### config.mk
export PLATFORM = sky130hd
export DESIGN_NAME = sopc_run_ctrl
export DESIGN_NICKNAME = d
export VERILOG_FILES = /design/src/rtl/sopc_run_ctrl_pkg.sv /design/src/rtl/sopc_run_ctrl_stall_det.sv /design/src/rtl/sopc_run_ctrl.sv
export SDC_FILE = /design/constraint.sdc
export NUM_CORES = 1
export LEC_CHECK = 0
export CAP_MARGIN = 25
export CORE_ASPECT_RATIO = 1.5
export CORE_MARGIN = 2
export CORE_UTILIZATION = 44
export CTS_CLUSTER_DIAMETER = 150
export DETAILED_ROUTE_END_ITERATION = 8
export PLACE_DENSITY = 0.82
export SLEW_MARGIN = 20
export SYNTH_ARGS = -nofsm -noshare
export SYNTH_HDL_FRONTEND = slang
export SYNTH_SLANG_ARGS = --single-unit
export TNS_END_PERCENT = 100
### constraint.sdc
create_clock -name clk -period 3.9 [get_ports clk]
set_input_delay 0.585 -clock clk [delete_from_list [all_inputs] [get_ports clk]]
set_output_delay 0.585 -clock clk [all_outputs]
set_load 0.01 [all_outputs]
### src/rtl/sopc_run_ctrl_pkg.sv
// -----------------------------------------------------------------------------
// sopc_run_ctrl_pkg
//   Shared types and constants for the SOPC run controller.
//   - state_e    : FSM state encoding (HOLD / RUN / DONE), exposed on state_o
//   - exit_t     : exit reason encoding, exposed on exit_o
//   - cnt_width(): width of a counter that must hold values 0..n-1 (min 1 bit)
// -----------------------------------------------------------------------------
package sopc_run_ctrl_pkg;

  localparam int STATE_W = 2;
  localparam int EXIT_W  = 2;

  typedef enum logic [STATE_W-1:0] {
    ST_HOLD = 2'd0,
    ST_RUN  = 2'd1,
    ST_DONE = 2'd2
  } state_e;

  typedef logic [EXIT_W-1:0] exit_t;

  localparam exit_t EXIT_NONE    = 2'd0;
  localparam exit_t EXIT_HALT    = 2'd1;
  localparam exit_t EXIT_STALL   = 2'd2;
  localparam exit_t EXIT_TIMEOUT = 2'd3;

  // Bits needed to count 0..n-1; never less than one bit so that degenerate
  // parameter values still give a legal vector.
  function automatic int unsigned cnt_width(input int unsigned n);
    return (n < 2) ? 1 : $clog2(n);
  endfunction

endpackage

### src/rtl/sopc_run_ctrl_stall_det.sv
// -----------------------------------------------------------------------------
// sopc_run_ctrl_stall_det
//   Detects a core spinning on one fetch PC (a self-loop such as "j ."). It
//   remembers the last valid PC and counts consecutive valid fetches of that
//   same PC. stall_hit_o is a combinational pulse, high in the RUN cycle in
//   which the repeat counter would reach STALL_LIMIT; the parent registers it.
//
// Ports
//   clk          in   clock
//   reset        in   asynchronous active-low reset
//   run_i        in   parent FSM is in RUN; tracking only happens then
//   clear_i      in   synchronous clear of counter and pc_seen (run restart)
//   pc_i         in   core fetch PC
//   pc_valid_i   in   pc_i is meaningful this cycle; invalid cycles are ignored
//                     entirely (no count, no PC capture)
//   stall_hit_o  out  stall exit condition for this cycle
//
// Parameters
//   PC_W         PC width
//   STALL_LIMIT  repeated-PC cycles that trigger a hit; 0 disables the hit
// -----------------------------------------------------------------------------
module sopc_run_ctrl_stall_det
  import sopc_run_ctrl_pkg::*;
#(
  parameter int unsigned PC_W        = 32,
  parameter int unsigned STALL_LIMIT = 16
) (
  input  logic            clk,
  input  logic            reset,
  input  logic            run_i,
  input  logic            clear_i,
  input  logic [PC_W-1:0] pc_i,
  input  logic            pc_valid_i,
  output logic            stall_hit_o
);

  // Counter holds 0..STALL_LIMIT.
  localparam int unsigned SW        = cnt_width(STALL_LIMIT + 1);
  localparam logic [SW:0] LIMIT_EXT = (SW + 1)'(STALL_LIMIT);
  localparam bit          LIMIT_EN  = (STALL_LIMIT != 0);
  localparam logic [SW-1:0] CNT_MAX = '1;

  logic [PC_W-1:0] pc_last_q, pc_last_d;
  logic            pc_seen_q, pc_seen_d;
  logic [SW-1:0]   cnt_q, cnt_d;

  logic            is_repeat;
  logic [SW:0]     cnt_inc;

  assign is_repeat = pc_valid_i && pc_seen_q && (pc_i == pc_last_q);
  // One extra bit so the "would reach" compare cannot wrap.
  assign cnt_inc   = {1'b0, cnt_q} + (SW + 1)'(1);

  assign stall_hit_o = LIMIT_EN && run_i && is_repeat && (cnt_inc == LIMIT_EXT);

  always_comb begin
    pc_last_d = pc_last_q;
    pc_seen_d = pc_seen_q;
    cnt_d     = cnt_q;
    if (clear_i) begin
      // pc_last is left alone: pc_seen = 0 already forces a fresh capture.
      pc_seen_d = 1'b0;
      cnt_d     = '0;
    end else if (run_i && pc_valid_i) begin
      if (is_repeat) begin
        // Saturate so a disabled limit (0) cannot wrap into a false count.
        cnt_d = (cnt_q == CNT_MAX) ? cnt_q : cnt_inc[SW-1:0];
      end else begin
        pc_last_d = pc_i;
        pc_seen_d = 1'b1;
        cnt_d     = '0;
      end
    end
  end

  always_ff @(posedge clk or negedge reset) begin
    if (!reset) begin
      pc_last_q <= '0;
      pc_seen_q <= 1'b0;
      cnt_q     <= '0;
    end else begin
      pc_last_q <= pc_last_d;
      pc_seen_q <= pc_seen_d;
      cnt_q     <= cnt_d;
    end
  end

endmodule

### src/rtl/sopc_run_ctrl.sv
// -----------------------------------------------------------------------------
// sopc_run_ctrl
//   Run controller for the SOPC simulation / FPGA harness. Holds the SOPC in
//   reset for RST_HOLD cycles, then counts RUN cycles until the first of:
//   software halt, PC self-loop stall, or cycle-limit timeout. The exit
//   reason and halt code are latched and stay frozen in DONE until restart.
//
// Build option
//   SOPC_RUN_CTRL_STALL_DET_EN  when defined, the PC stall detector is built
//                               and exit reason 2 (stall) becomes possible.
//                               When undefined, pc_i / pc_valid_i are unused.
//
// Ports
//   clk          in   clock
//   reset        in   asynchronous active-low reset
//   restart_i    in   synchronous restart, any state, highest priority
//   pc_i         in   core fetch PC (PC_W)
//   pc_valid_i   in   pc_i valid this cycle (single-cycle qualifier, no
//                     back-pressure: every valid cycle is consumed)
//   halt_req_i   in   software halt request
//   halt_code_i  in   8-bit code latched with a halt
//   core_rst_o   out  active-high reset to the SOPC
//   cycle_o      out  RUN cycle count (CYC_W), saturating
//   done_o       out  sticky run-finished flag
//   exit_o       out  0 none, 1 halt, 2 stall, 3 timeout
//   code_o       out  latched halt code, 0 for non-halt exits
//   state_o      out  FSM state: 0 HOLD, 1 RUN, 2 DONE
//
// All outputs come straight from registers.
// -----------------------------------------------------------------------------
module sopc_run_ctrl
  import sopc_run_ctrl_pkg::*;
#(
  parameter int unsigned CYC_W       = 23,
  parameter int unsigned MAX_CYCLES  = 800,
  parameter int unsigned RST_HOLD    = 10,
  parameter int unsigned STALL_LIMIT = 16,
  parameter int unsigned PC_W        = 32
) (
  input  logic               clk,
  input  logic               reset,
  input  logic               restart_i,
  input  logic [PC_W-1:0]    pc_i,
  input  logic               pc_valid_i,
  input  logic               halt_req_i,
  input  logic [7:0]         halt_code_i,
  output logic               core_rst_o,
  output logic [CYC_W-1:0]   cycle_o,
  output logic               done_o,
  output logic [EXIT_W-1:0]  exit_o,
  output logic [7:0]         code_o,
  output logic [STATE_W-1:0] state_o
);

  // ---------------------------------------------------------------------------
  // Elaboration-time parameter checks
  // ---------------------------------------------------------------------------
  if (64'(MAX_CYCLES) > ((64'd1 << CYC_W) - 64'd1)) begin : g_bad_max_cycles
    $error("sopc_run_ctrl: MAX_CYCLES does not fit in CYC_W bits");
  end
  if (RST_HOLD < 1) begin : g_bad_rst_hold
    $error("sopc_run_ctrl: RST_HOLD must be at least 1");
  end

  localparam int unsigned     HOLD_W    = cnt_width(RST_HOLD);
  localparam logic [HOLD_W-1:0] HOLD_LAST = HOLD_W'(RST_HOLD - 1);
  localparam logic [CYC_W-1:0] CYC_MAX   = '1;
  localparam logic [CYC_W-1:0] CYC_LIMIT = CYC_W'(MAX_CYCLES);
  localparam bit               TIMEOUT_EN = (MAX_CYCLES != 0);

  // ---------------------------------------------------------------------------
  // State
  // ---------------------------------------------------------------------------
  state_e            state_q,    state_d;
  logic              core_rst_q, core_rst_d;
  logic [HOLD_W-1:0] hold_cnt_q, hold_cnt_d;
  logic [CYC_W-1:0]  cycle_q,    cycle_d;
  logic              done_q,     done_d;
  exit_t             exit_q,     exit_d;
  logic [7:0]        code_q,     code_d;

  logic              run_active;
  logic              stall_hit;
  logic              timeout_hit;
  logic [CYC_W-1:0]  cycle_inc;

  assign run_active = (state_q == ST_RUN);

  // Saturating increment; the exit edge also loads this value, so a timeout
  // leaves cycle_o reading exactly MAX_CYCLES.
  assign cycle_inc   = (cycle_q == CYC_MAX) ? cycle_q : cycle_q + CYC_W'(1);
  assign timeout_hit = TIMEOUT_EN && (cycle_inc == CYC_LIMIT);

  // ---------------------------------------------------------------------------
  // Optional stall detector
  // ---------------------------------------------------------------------------
`ifdef SOPC_RUN_CTRL_STALL_DET_EN
  sopc_run_ctrl_stall_det #(
    .PC_W        (PC_W),
    .STALL_LIMIT (STALL_LIMIT)
  ) u_stall_det (
    .clk         (clk),
    .reset       (reset),
    .run_i       (run_active),
    .clear_i     (restart_i),
    .pc_i        (pc_i),
    .pc_valid_i  (pc_valid_i),
    .stall_hit_o (stall_hit)
  );
`else
  logic unused_pc;
  assign stall_hit = 1'b0;
  assign unused_pc = ^{pc_i, pc_valid_i};
`endif

  // ---------------------------------------------------------------------------
  // Next-state logic
  // ---------------------------------------------------------------------------
  always_comb begin
    state_d    = state_q;
    core_rst_d = core_rst_q;
    hold_cnt_d = hold_cnt_q;
    cycle_d    = cycle_q;
    done_d     = done_q;
    exit_d     = exit_q;
    code_d     = code_q;

    if (restart_i) begin
      // Restart beats every exit condition raised in the same cycle.
      state_d    = ST_HOLD;
      core_rst_d = 1'b1;
      hold_cnt_d = '0;
      cycle_d    = '0;
      done_d     = 1'b0;
      exit_d     = EXIT_NONE;
      code_d     = '0;
    end else begin
      case (state_q)
        ST_HOLD: begin
          core_rst_d = 1'b1;
          if (hold_cnt_q == HOLD_LAST) begin
            // core_rst falls on the same edge that enters RUN.
            state_d    = ST_RUN;
            core_rst_d = 1'b0;
            hold_cnt_d = '0;
          end else begin
            hold_cnt_d = hold_cnt_q + HOLD_W'(1);
          end
        end

        ST_RUN: begin
          core_rst_d = 1'b0;
          cycle_d    = cycle_inc;
          // Priority: halt > stall > timeout.
          if (halt_req_i) begin
            state_d = ST_DONE;
            done_d  = 1'b1;
            exit_d  = EXIT_HALT;
            code_d  = halt_code_i;
          end else if (stall_hit) begin
            state_d = ST_DONE;
            done_d  = 1'b1;
            exit_d  = EXIT_STALL;
            code_d  = '0;
          end else if (timeout_hit) begin
            state_d = ST_DONE;
            done_d  = 1'b1;
            exit_d  = EXIT_TIMEOUT;
            code_d  = '0;
          end
        end

        ST_DONE: begin
          // Sticky; results frozen, halt requests ignored.
          core_rst_d = 1'b0;
        end

        default: begin
          // Unused encoding: recover through a fresh reset sequence.
          state_d    = ST_HOLD;
          core_rst_d = 1'b1;
          hold_cnt_d = '0;
        end
      endcase
    end
  end

  // ---------------------------------------------------------------------------
  // Registers
  // ---------------------------------------------------------------------------
  always_ff @(posedge clk or negedge reset) begin
    if (!reset) begin
      state_q    <= ST_HOLD;
      core_rst_q <= 1'b1;
      hold_cnt_q <= '0;
      cycle_q    <= '0;
      done_q     <= 1'b0;
      exit_q     <= EXIT_NONE;
      code_q     <= '0;
    end else begin
      state_q    <= state_d;
      core_rst_q <= core_rst_d;
      hold_cnt_q <= hold_cnt_d;
      cycle_q    <= cycle_d;
      done_q     <= done_d;
      exit_q     <= exit_d;
      code_q     <= code_d;
    end
  end

  assign core_rst_o = core_rst_q;
  assign cycle_o    = cycle_q;
  assign done_o     = done_q;
  assign exit_o     = exit_q;
  assign code_o     = code_q;
  assign state_o    = state_q;

endmodule
## Word-level counts from Yosys, hierarchy flattened

Index checks and enable logic that the tools add are counted.

- Register bits after elaboration: 41
- Input bits: 45
- Output and inout bits: 37
- Word-level logic and storage cells: 50

- Add/sub/neg operators: 2
- Equality and inequality tests: 9
- Muxes and demuxes: 26
- Reduce and logical (&&, ||, !) cells: 6

Operator list:

| operator | count |
|---|---|
| $mux 23 | 3 |
| $mux 8 | 4 |
| $add 23x1->23 const B | 1 |
| $eq 23x10->1 const B | 1 |
| $eq 23x23->1 const B | 1 |
| $mux 2 | 8 |
| $mux 4 | 2 |
| $pmux 4 s2 | 1 |
| $mux 1 | 6 |
| $pmux 2 s3 | 1 |
| $add 4x1->4 const B | 1 |
| $eq 4x4->1 const B | 1 |
| $ne 4x3->1 const B | 1 |
| $ne 3x3->1 const B | 1 |
| $reduce_and 3->1 | 1 |
| $reduce_bool 3->1 | 1 |
| $eq 2x1->1 const B | 1 |
| $eq 2x2->1 const B | 1 |
| $logic_not 2->1 | 1 |
| $ne 2x1->1 const B | 1 |
| $ne 2x2->1 const B | 1 |
| $pmux 1 s2 | 1 |
| $reduce_and 2->1 | 1 |
| $reduce_bool 2->1 | 1 |
| $reduce_or 2->1 | 1 |

## Logic depth before layout (Yosys ltp)

- Word-level depth: 7
- Mapped depth: 10
- Gate-level depth less buffers: 9

## Worst setup path before layout

OpenSTA, ideal clock, no wires.

- Path type: flip-flop to flip-flop
- Start: register cycle_q[1] (netlist: cycle_o[1])
- End: register state_q[0] (netlist: state_o[0])
- Setup time: 0.079 ns
- Arrival: 2.742 ns
- Data required time: 3.821 ns
- Slack: 1.079 ns
- Stages on the path, launching flop included: 11
- Path buffers: 1
- Clock period less this slack: 2.821 ns
- Cell sequence: dfrtp_1 -> ha_1 -> nand3_4 -> nor3_4 -> nand3_2 -> a2111o_1 -> a2111oi_4 -> a31o_1 -> buf_6 -> o211a_4 -> mux2i_1

- Cells in the longest elaborated chain, start to end: 5
- Elaborated cells on any way between the ends: 6
- Classes of those cells: add/sub (1); eq/ne (3); mux (1); reduce/logical (1)

Ends and longest elaborated chain:

| what | line | RTL |
|---|---|---|
| from (decl) | sopc_run_ctrl.sv:77 | `logic [CYC_W-1:0] cycle_q, cycle_d;` |
| from (signal assigned) | sopc_run_ctrl.sv:204 | `cycle_q <= cycle_d;` |
| $add 23x1->23 or $eq 23x23->1 (tied branches) | sopc_run_ctrl.sv:91 | `assign cycle_inc = (cycle_q == CYC_MAX) ? cycle_q : cycle_q + CYC_W'(1);` |
| $mux 23 * | sopc_run_ctrl.sv:91 |  |
| $eq 23x10->1 * | sopc_run_ctrl.sv:92 | `assign timeout_hit = TIMEOUT_EN && (cycle_inc == CYC_LIMIT);` |
| $ne 4x3->1 (no source line) * | - |  |
| $reduce_and 3->1 (no source line) * | - |  |
| to (signal assigned) | sopc_run_ctrl.sv:201 | `state_q <= state_d;` |
| to (decl) | sopc_run_ctrl.sv:74 | `state_e state_q, state_d;` |

Every way passes the cells marked *; elsewhere a longest branch is shown, timed or not.
A chain may end at the register's enable or synchronous reset.

## Final worst setup path

- Start: register cycle_q[0] (netlist: cycle_o[0])
- End: register state_q[0] (netlist: state_o[0])

Same word-level chain as after synthesis.

==> reports/results.ini <==
[power_and_ir_drop]
power_uw=859
p_leak_uw=0.00119
irDropWorstVdd_v=0.000231
power_density_mw_per_mm2=275

[cts]
cts_tree=built
cts_setup_buffers=0
clockBufferDepth=2
cts_hold_buf=0
clock_sinks=40
ctsHtreeMaxLevel=2
cts_made_buffers=5
path_clk_slew_ns=0.08
cts_resized=0
insertion_delay_ns=0.30
root_buffer=clkbuf_8

[min_path]
hold_path_class=in -> async

[grt]
grt_util_met3=0.0382
grt_pass1_vias=2252
overflow=0
grt_max_degree=41
grt_antenna_before_repair=0
grt_pass1_wl_um=10500
grtUsageTotal=0.215
met1_usage=0.244
busiest_layer=met2
met2_usage=0.391

[finish]
drive_gt1_frac=0.0943
fin_cells=388
final_nets=369
area_growth_pct=24.3
n_fill_cell=490
final_core_util=0.569
diodes=0

[synthesis]
netlist_instances=274
syn_nets=326
synth-async-reset-ratio=1.00
syn_area_mm2=0.00251
synthFlopType=dfrtp_1
syn_area_per_cell_um2=9.17
synth-edff-count=0
ys_ff_latch=40
ys_seq_area_frac=0.399
yosys_warnings=0
yosysUniqueCellTypes=51

[timing]
fmax_mhz=306
maxSlewViolCount=0
finalClockSkew_ns=0.00212
setup_slack_ns=0.631
finalSetupTns_ns=0
tightest_slew_ns=0.886
rsz0062_at_grt=false
finalSetupViolations=0
timing.slew.headroom=0.409
hold_viol=0
post-route-min-period_ns=3.27
final.period_utilization=0.838

[place]
place_congestion=0.828
placed_cells=380
portBuffers=48
place_ws_ns=0.675
dp_hpwl_um=4460

[floorplanning]
rows=33
core_mm2=0.00549
ios=82
die_h_um=96.5
die_area_mm2=0.00634
initial_utilization=0.458
die_width_um=65.7

[setup_path]
end_kind=register
cp.required_ns=4.12
startpoint_type=register
max_stage_delay_ns=0.47
crit_path_top_delay_cell=dfrtp_1
crit_fanout=10
reg2reg_setup_slack_ns=0.63
critPathArrivalTime_ns=3.49
crit_path_cell_trace=ha_1 > nand3_4 > nor3_4 > nand3_2 > a2111o_1 > a2111oi_4 > a31o_1 > o211a_4 > mux2i_1
critPathKind=reg -> reg

[route]
ant_nets=0
drt_iter0_markers=132
wirelength_um=6260
first_pass_iters=4
drc=0
num_vias=2299
viasPerCell=5.93
wire_per_inst_um=16.1

[job]
drv_cap=0

[run_status]
status=completed

==> critical path, delay by kind of cell (launching register included) <==
kind,cells,cell delay (ns)
DFF,1,0.47
AOI/OAI and AO/OA,4,1.48
and+or+nand+nor,3,0.72
muxes,1,0.18
adders and majority gates,1,0.33
==> routing by layer <==
metal  share of wire  routed length [um]
met3           0.041                 254
met5               0                   0
met2            0.54                3360
met1            0.40                2480
met4           0.026                 165
==> synthesized netlist by cell type (2+ instances only) <==
| master | count | area share |
|---|---|---|
| clkbuf_1 | 9 | 0.013 |
| nand4_1 | 6 | 0.015 |
| nand2_1 | 33 | 0.049 |
| a311oi_1 | 14 | 0.049 |
| a21oi_1 | 25 | 0.050 |
| nand2b_1 | 2 | 0.0050 |
| or3_1 | 4 | 0.010 |
| nand4_4 | 2 | 0.017 |
| buf_2 | 3 | 0.0060 |
| nand3_2 | 3 | 0.012 |
| and2_1 | 2 | 0.0050 |
| a31o_1 | 2 | 0.0070 |
| nor3_1 | 9 | 0.018 |
| nor2_1 | 23 | 0.034 |
| xor2_1 | 6 | 0.021 |
| a41oi_1 | 2 | 0.0070 |
| and3_2 | 2 | 0.0060 |
| dfrtp_1 | 39 | 0.39 |
| o31ai_1 | 2 | 0.0060 |
| inv_1 | 9 | 0.013 |
| ha_1 | 7 | 0.035 |
| o21ai_0 | 10 | 0.020 |
| a211oi_1 | 4 | 0.012 |
| a31oi_1 | 3 | 0.0075 |
| xnor2_1 | 10 | 0.035 |
| nor2b_1 | 3 | 0.0075 |
| nor4_1 | 5 | 0.012 |
| and3_1 | 5 | 0.012 |
| mux2i_1 | 3 | 0.012 |
| nand3_1 | 6 | 0.012 |
==> worst paths after layout <==
path | start | to | cells past startpoint
setup / recovery | cycle_o[0] | state_o[0] | 9
hold / removal | reset | cycle_o[6] | 1
setup reg to reg | cycle_o[0] | state_o[0] | 9
hold reg to reg | hold_cnt_q[3] | hold_cnt_q[3] | 1
max in group asynchronous | reset | code_o[5] | 1
min in group clk | hold_cnt_q[3] | hold_cnt_q[3] | 1
==> power breakdown <==
group	internal, uW	switching (uW)	total [uW]	leakage, uW
sequential	431	18.2	449	0.000553
combinational	49.7	61.5	111	0.000590
clock	143	156	299	0.0000434
total	624	235	859	0.00119
==> registers in the layout, indices dropped and copies added, names as in the netlist <==
name,cells
cycle_o,23
exit_o,2
code_o,8
core_rst_o,1
hold_cnt_q,4
state_o,2
==> cells by family (layout without fill, tap and decap cells) <==
| group | Yosys count | count (layout) | synth area share |
|---|---|---|---|
| AO/OA/AOI/OAI | 70 | 70 | 0.197 |
| XOR/XNOR | 16 | 16 | 0.0558 |
| adder cells (fa/ha/maj) | 7 | 7 | 0.0349 |
| buffers and inverters | 24 | 68 | 0.0423 |
| flip-flops | 40 | 40 | 0.399 |
| multiplexers | 4 | 4 | 0.0164 |
| AND/OR/NAND/NOR | 113 | 113 | 0.254 |
==> metrics by stage <==
stage               hold WS, ns  instance area (um^2)
floorplan                 0.289                  2510
global placement          0.465                  3030
detailed placement        0.484                  3030
CTS                       0.439                  3120
global route              0.487                  3120
finish                    0.401                  3120
==> area by class of cell <==
type,count,area [um^2],area share
multi-input cells,210,1400,0.450
flip-flops and latches,40,1000,0.321
repair buffers,51,498,0.159
well taps,70,87.6,0.0280
clock buffers,6,82.6,0.0264
inverters,9,33.8,0.0108
clock inverters,2,15.0,0.00481
==> cell usage in the layout, fill, tap and decap left out, drive strengths merged, types with 6 or more instances in the layout <==
cell	n
xor2	6
and3	7
inv	9
clkbuf	6
nand2	33
nand3	10
nor2	23
nor4	6
dfrtp	39
clkdlybuf4s50	47
ha	7
nand4	8
nor3	10
a21oi	25
o21ai	10
xnor2	10
a311oi	14
Power figures use the tool's default switching activity.
